--- src/rtl/controle_jogo.sv ---
// Game-state sequencer: lives, score, enemy respawn and post-hit invulnerability.
// Every output is a flop loaded from the next-state values, so inputs act one cycle later.
module controle_jogo #(
  parameter int unsigned VIDAS_INICIAIS  = 3,
  parameter int unsigned QUADROS_INVULN  = 60,
  parameter int unsigned QUADROS_RESPAWN = 90,
  parameter int unsigned PONTOS_MAX      = 999
) (
  input  logic       CLOCK_50,
  input  logic       reset,
  input  logic       frame_tick,
  input  logic       start,
  input  logic       colisao_nave,
  input  logic       colisao_inimigo,
  output logic       ativo,
  output logic       perdeu,
  output logic       inimigo_vivo,
  output logic       nave_visivel,
  output logic [2:0] vidas,
  output logic [9:0] pontos,
  output logic       atualizar
);

  typedef enum logic [1:0] {StEspera, StJogando, StInvuln, StFim} estado_e;

  estado_e     estado_q, estado_d;
  logic        start_q;
  logic [7:0]  invuln_q, invuln_d;
  logic [7:0]  respawn_q, respawn_d;
  logic [2:0]  vidas_q, vidas_d;
  logic [9:0]  pontos_q, pontos_d;
  logic        vivo_q, vivo_d;
  logic        ativo_q, ativo_d;
  logic        perdeu_q, perdeu_d;
  logic        visivel_q, visivel_d;
  logic        atualizar_q, atualizar_d;
  logic        start_edge;
  logic        jogando;

  assign start_edge = start & ~start_q;
  assign jogando    = (estado_q == StJogando) || (estado_q == StInvuln);

  always_comb begin
    estado_d  = estado_q;
    invuln_d  = invuln_q;
    respawn_d = respawn_q;
    vidas_d   = vidas_q;
    pontos_d  = pontos_q;
    vivo_d    = vivo_q;

    unique case (estado_q)
      StEspera, StFim: begin
        if (start_edge) begin
          estado_d  = StJogando;
          vidas_d   = 3'(VIDAS_INICIAIS);
          pontos_d  = '0;
          vivo_d    = 1'b1;
          respawn_d = '0;
          invuln_d  = '0;
        end
      end
      StJogando: begin
        if (colisao_nave) begin
          if (vidas_q > 3'd1) begin
            vidas_d  = vidas_q - 3'd1;
            invuln_d = '0;
            estado_d = StInvuln;
          end else begin
            vidas_d  = '0;
            estado_d = StFim;
          end
        end
      end
      StInvuln: begin
        if (frame_tick) begin
          if (invuln_q == 8'(QUADROS_INVULN - 1)) begin
            estado_d = StJogando;
          end else begin
            invuln_d = invuln_q + 8'd1;
          end
        end
      end
      default: estado_d = StEspera;
    endcase

    // Enemy logic runs alongside a ship hit, so a fatal double hit still scores.
    if (jogando) begin
      if (vivo_q) begin
        if (colisao_inimigo) begin
          if (pontos_q < 10'(PONTOS_MAX)) pontos_d = pontos_q + 10'd1;
          vivo_d    = 1'b0;
          respawn_d = '0;
        end
      end else if (frame_tick) begin
        if (respawn_q == 8'(QUADROS_RESPAWN - 1)) begin
          vivo_d = 1'b1;
        end else begin
          respawn_d = respawn_q + 8'd1;
        end
      end
    end

    ativo_d     = (estado_d != StEspera);
    perdeu_d    = (estado_d == StFim);
    visivel_d   = (estado_d == StInvuln) ? ~invuln_d[3] : 1'b1;
    atualizar_d = frame_tick & jogando;
  end

  always_ff @(posedge CLOCK_50) begin
    if (reset) begin
      estado_q    <= StEspera;
      start_q     <= 1'b0;
      invuln_q    <= '0;
      respawn_q   <= '0;
      vidas_q     <= '0;
      pontos_q    <= '0;
      vivo_q      <= 1'b0;
      ativo_q     <= 1'b0;
      perdeu_q    <= 1'b0;
      visivel_q   <= 1'b1;
      atualizar_q <= 1'b0;
    end else begin
      estado_q    <= estado_d;
      start_q     <= start;
      invuln_q    <= invuln_d;
      respawn_q   <= respawn_d;
      vidas_q     <= vidas_d;
      pontos_q    <= pontos_d;
      vivo_q      <= vivo_d;
      ativo_q     <= ativo_d;
      perdeu_q    <= perdeu_d;
      visivel_q   <= visivel_d;
      atualizar_q <= atualizar_d;
    end
  end

  assign ativo        = ativo_q;
  assign perdeu       = perdeu_q;
  assign inimigo_vivo = vivo_q;
  assign nave_visivel = visivel_q;
  assign vidas        = vidas_q;
  assign pontos       = pontos_q;
  assign atualizar    = atualizar_q;

endmodule

--- config.mk ---
export PLATFORM = sky130hd
export DESIGN_NAME = controle_jogo
export DESIGN_NICKNAME = d
export VERILOG_FILES = /design/src/rtl/controle_jogo.sv
export SDC_FILE = /design/constraint.sdc
export NUM_CORES = 1
export LEC_CHECK = 0
export CORE_MARGIN = 5
export CORE_UTILIZATION = 50
export CTS_CLUSTER_SIZE = 16
export DETAILED_ROUTE_END_ITERATION = 10
export PLACE_DENSITY = 0.76
export REMOVE_ABC_BUFFERS = 1
export SKIP_CTS_REPAIR_TIMING = 1
export SYNTH_ARGS = -nofsm -noshare
export SYNTH_HDL_FRONTEND = slang
export SYNTH_SLANG_ARGS = --single-unit
--- constraint.sdc ---
create_clock -name CLOCK_50 -period 1.8 [get_ports CLOCK_50]
set_input_delay 0.18 -clock CLOCK_50 [delete_from_list [all_inputs] [get_ports CLOCK_50]]
set_output_delay 0.18 -clock CLOCK_50 [all_outputs]
set_load 0.03 [all_outputs]
# Word-level counts from Yosys, hierarchy flattened
# Cells that the tools add are included.
op_classes:
  n_addsub: 4
  n_lt_le_gt_ge: 2
  n_eq_ne: 12
  n_mux: 36
  n_bitwise: 5
  n_reduce_logical: 8
ops:
  columns: ["cell", "n"]
  rows:
  - ["$mux 8", 12]
  - ["$mux 10", 6]
  - ["$pmux 8 s3", 1]
  - ["$add 8x1->8 const B", 2]
  - ["$add 10x1->10 const B", 1]
  - ["$lt 10x10->1 const B", 1]
  - ["$mux 3", 3]
  - ["$eq 2x2->1 const B", 4]
  - ["$eq 8x6->1 const B", 1]
  - ["$eq 8x7->1 const B", 1]
  - ["$mux 1", 8]
  - ["$mux 2", 4]
  - ["$ne 2x2->1 const B", 4]
  - ["$pmux 2 s3", 1]
  - ["$pmux 3 s2", 1]
  - ["$reduce_and 5->1", 1]
  - ["$reduce_bool 2->1", 2]
  - ["$reduce_or 2->1", 2]
  - ["$gt 3x1->1 const B", 1]
  - ["$not 1->1", 3]
  - ["$reduce_and 3->1", 1]
  - ["$sub 3x1->3 const B", 1]
  - ["$and 1x1->1", 2]
  - ["$eq 2x1->1 const B", 1]
  - ["3 further kinds", 3]
word_totals:
  reg_bits: 37
  input_bits: 6
  elab_cells: 79

# Logic depth before layout (Yosys ltp)
# Gate-level depths: netlist of run 1.
depth:
  ltp_word: 8
  mapped_depth: 10
  depth_no_buf: 7

# Worst setup path after synthesis of run 1
# Ideal clock, no wire load.
synth_timing:
  path_type: "reg-to-reg"
  startpoint: "reg estado_q[0]"
  endpoint: "reg invuln_q[4]"
  setup_ps: 69
  t_arrival_ps: 1900
  path_slack_ps: -169
  stages_incl_launch_ff: 9
  synth_period_minus_slack_ps: 1969
  path_cell_list: "dfxtp_1 inv_1 ha_1 buf_2 nand3b_1 a21oi_4 nand3_1 or4_1 o21ai_1"
synth_between:
  elab_chain_len: 4
synth_lines:
  columns: ["element", "line_no", "rtl"]
  rows:
  - ["start, declared", "26", "estado_e estado_q, estado_d;"]
  - ["start signal, assigned", "111", "estado_q <= StEspera;"]
  - ["start signal, assigned", "123", "estado_q <= estado_d;"]
  - ["$eq 2x2->1 / $logic_not 2->1 (equally long branches)", "51", "unique case (estado_q)"]
  - ["$reduce_or 2->1", "51", null]
  - ["$ne 2x2->1 (no source line)", null, null]
  - ["$reduce_and 5->1 (no source line)", null, null]
  - ["end signal, assigned", "125", "invuln_q <= invuln_d;"]
  - ["end, declared", "28", "logic [7:0] invuln_q, invuln_d;"]
# Parallel ways exist; a longest one is shown, timed or not.
# A chain may end at the register's enable or synchronous reset.

# Worst setup path in the final report of run 1
layout_timing:
  startpoint: "reg respawn_q[1]"
  endpoint: "reg respawn_q[1]"
layout_between:
  elab_chain_len: 6
layout_lines:
  columns: ["element", "line_no", "rtl"]
  rows:
  - ["start, declared", "29", "logic [7:0] respawn_q, respawn_d;"]
  - ["start signal, assigned", "126", "respawn_q <= respawn_d;"]
  - ["branches (longest 5 deep; another with $add 8x1->8)", null, null]
  - ["$mux 8 (*)", "87", "if (jogando) begin"]
# Mark *: on every way between the ends.

==> flow_metrics.env, run 1 <==
export IMPL_status="finished, final reports clean"
export IMPL_final_cell_mix="buf_4, dfxtp_1, nand2_1, clkdlybuf4s50_1, nor2_1"
export IMPL_irDropWorstVdd_mv=0.4859
export IMPL_area_delta_synth_final_pct=38.69
export IMPL_synthArstFlopShare_pct=0
export IMPL_p_per_area_nw_per_um2=803.5
export IMPL_hpwl_mm=3.818
export IMPL_syn_inst=254
export IMPL_finalHoldViolations=0
export IMPL_wl_per_cell_um=14.72
export IMPL_antenna_cells=0
export IMPL_drv_cap=0
export IMPL_final_area_um2=2893
export IMPL_synth_ff_type="dfxtp_1"
export IMPL_setup_viol=0
export IMPL_max_freq_mhz=565.3
export IMPL_clk_pin_slew_ns=0.07
export IMPL_crit_type="flip-flop to flip-flop"
export IMPL_die_x_um=74.59
export IMPL_worstPathArrival_ns=1.99
export IMPL_crit_slowest_cell="or4_4"
export IMPL_yosys_warnings=0
export IMPL_crit_path_max_fanout=5
export IMPL_final_common_cell="buf_4"
export IMPL_clk_insertion_delay_late_ns=0.30
export IMPL_fin_worst_skew_ns=0.003258
export IMPL_htree_levels=2
export IMPL_critPathBufInv=1
export IMPL_place_congestion=0.9129
export IMPL_vias_per_cell=5.668
export IMPL_cts_buffers=5
export IMPL_fin_nets=328
export IMPL_max_stage_delay_ns=0.46
export IMPL_start_util_pct=51.77
export IMPL_endpoint_kind="flip-flop"
export IMPL_place_ws_ns=-0.1019
export IMPL_grt_overflow_total=0
export IMPL_cts_buffer_depth=2
export IMPL_period_share_pct=98.27
export IMPL_grt_pass1_vias=1992
export IMPL_drt_iter0_drc=92
export IMPL_dp_cells=356
export IMPL_die_h_um=74.59
export IMPL_antenna_left=0
export IMPL_rows=23
export IMPL_antenna_found_initial=0
export IMPL_clock_sinks=37
export IMPL_place_area_um2=2625
export IMPL_synth_area_um2=2086
export IMPL_dieArea_um2=5563
export IMPL_worst_slew_pin_slew_ns=0.3273
export IMPL_leakagePower_nw=1.088
export IMPL_portBuffers=23
export IMPL_wirelength_mm=5.374
export IMPL_ios=24
export IMPL_crit_required_ns=2.02
export IMPL_ys_ff_latch=37
export IMPL_grt_pass1_wl_mm=8.680
export IMPL_vias=2069
export IMPL_cts_tree="yes"
export IMPL_synth_seq_area_share_pct=35.51
export IMPL_hold_ws_ns=0.5099
export IMPL_setup_slack_ns=0.03115
export IMPL_cts_root_buffer="clkbuf_8"
export IMPL_fin_setup_tns_ns=0
export IMPL_slew_headroom_pct=78.11
export IMPL_layout_min_cycle_time_ns=1.769
export IMPL_slew_violations=0
export IMPL_first_pass_iters=4
export IMPL_grt_max_degree=13
export IMPL_grt_total_usage_pct=20.24
export IMPL_drc_errors=0
export IMPL_synth_area_per_cell_um2=8.212
export IMPL_yosysUniqueCellTypes=58
export IMPL_drive_gt1_share_pct=26.67
export IMPL_hp_class="input pin to flip-flop"
export IMPL_worst_path_dominant_cell_family="simple AND/OR/NAND/NOR gates"
export IMPL_synth_edf_count=0
export IMPL_power_mw=2.324
export IMPL_final_cells=365
export IMPL_final_util_pct=71.80
export IMPL_core_area_um2=4029
export IMPL_crit_path_start_kind="flip-flop"
export IMPL_crit_chain="inv_1 -> ha_1 -> nand4bb_1 -> or4_4 -> nor3b_4 -> mux2_4 -> nor3_4"
Yosys cell counts, drive strengths merged (5+ instances only):
master	instances	share of area, %
ha	8	4.8
inv	16	2.9
a31oi	5	1.5
nand3	12	2.9
nor2b	7	2.1
nor2	20	3.6
a21oi	23	6.2
buf	8	2.0
nand4	8	2.4
and3	5	1.5
nor3	5	1.7
xor2	5	2.1
dfxtp	37	36
nand2b	5	1.6
o31ai	5	1.8
nand2	24	4.3
o21ai	9	2.2
layout make-up:
class	count	area, um^2
Sequential cell	37	747.0
Tap cell	50	62.56
Timing Repair Buffer	64	541.8
Multi-Input combinational cell	190	1348
Fill cell	308	1136
Inverter	16	60.06
Clock inverter	3	65.06
Clock buffer	5	68.82
final timing paths:
kind	from	endpoint	slack, ns	cells after the start
max	respawn_q[1]$_SDFF_PP0_	respawn_q[1]$_SDFF_PP0_	0.03	7
max reg2reg	respawn_q[1]$_SDFF_PP0_	respawn_q[1]$_SDFF_PP0_	0.03	7
min	start	start_q$_SDFF_PP0_	0.51	2
min reg2reg	invuln_q[7]$_SDFFE_PP0P_	invuln_q[7]$_SDFFE_PP0P_	0.51	2
state kept, by name, indices dropped and copies added (netlist names):
name / cells
nave_visivel: 1
start_q: 1
atualizar: 1
respawn_q: 8
inimigo_vivo: 1
vidas: 3
perdeu: 1
pontos: 10
estado_q: 2
invuln_q: 8
ativo: 1
report_power, final:
| part | leakage, nW | internal [mW] | total [mW] | switching (mW) |
|---|---|---|---|---|
| clock network | 0.0681 | 0.551 | 0.866 | 0.316 |
| logic | 0.718 | 0.268 | 0.581 | 0.312 |
| registers | 0.302 | 0.853 | 0.877 | 0.0246 |
| total | 1.09 | 1.67 | 2.32 | 0.652 |
routing by layer:
metal	track usage, %	part of all wire (%)	vias up
met5	0	0	-
met4	9.881	3.4	0
met3	5.946	4.0	15
met2	33.76	49	39
met1	23.65	43	980
li1	-	-	1035
cells by family (layout without fill, tap and decap cells):
logic type,Yosys count,count (layout),synth area share (%)
simple gates,112,112,30.53
compound gates,59,59,18.42
flops,37,37,35.51
buf+inv,27,88,5.459
fa+ha+maj,8,8,4.799
xor+xnor,8,8,3.359
mux,3,3,1.920
Power figures use the tool's default switching activity.
==> run 2, diff against run 1 <==
==> constraint.sdc (replaced) <==
create_clock -name CLOCK_50 -period 1.8 [get_ports CLOCK_50]
set_input_delay 0.18 -clock CLOCK_50 [delete_from_list [all_inputs] [get_ports CLOCK_50]]
set_output_delay 0.18 -clock CLOCK_50 [all_outputs]
set_load 0.01 [all_outputs]
==> results of run 2 <==
Same layout as run 1 (identical final DEF). Status: finished, final reports clean.
Main changes from that run: total power 2.324 mW -> 2.294 mW; worst IR drop on VDD 0.4859 mV -> 0.4856 mV
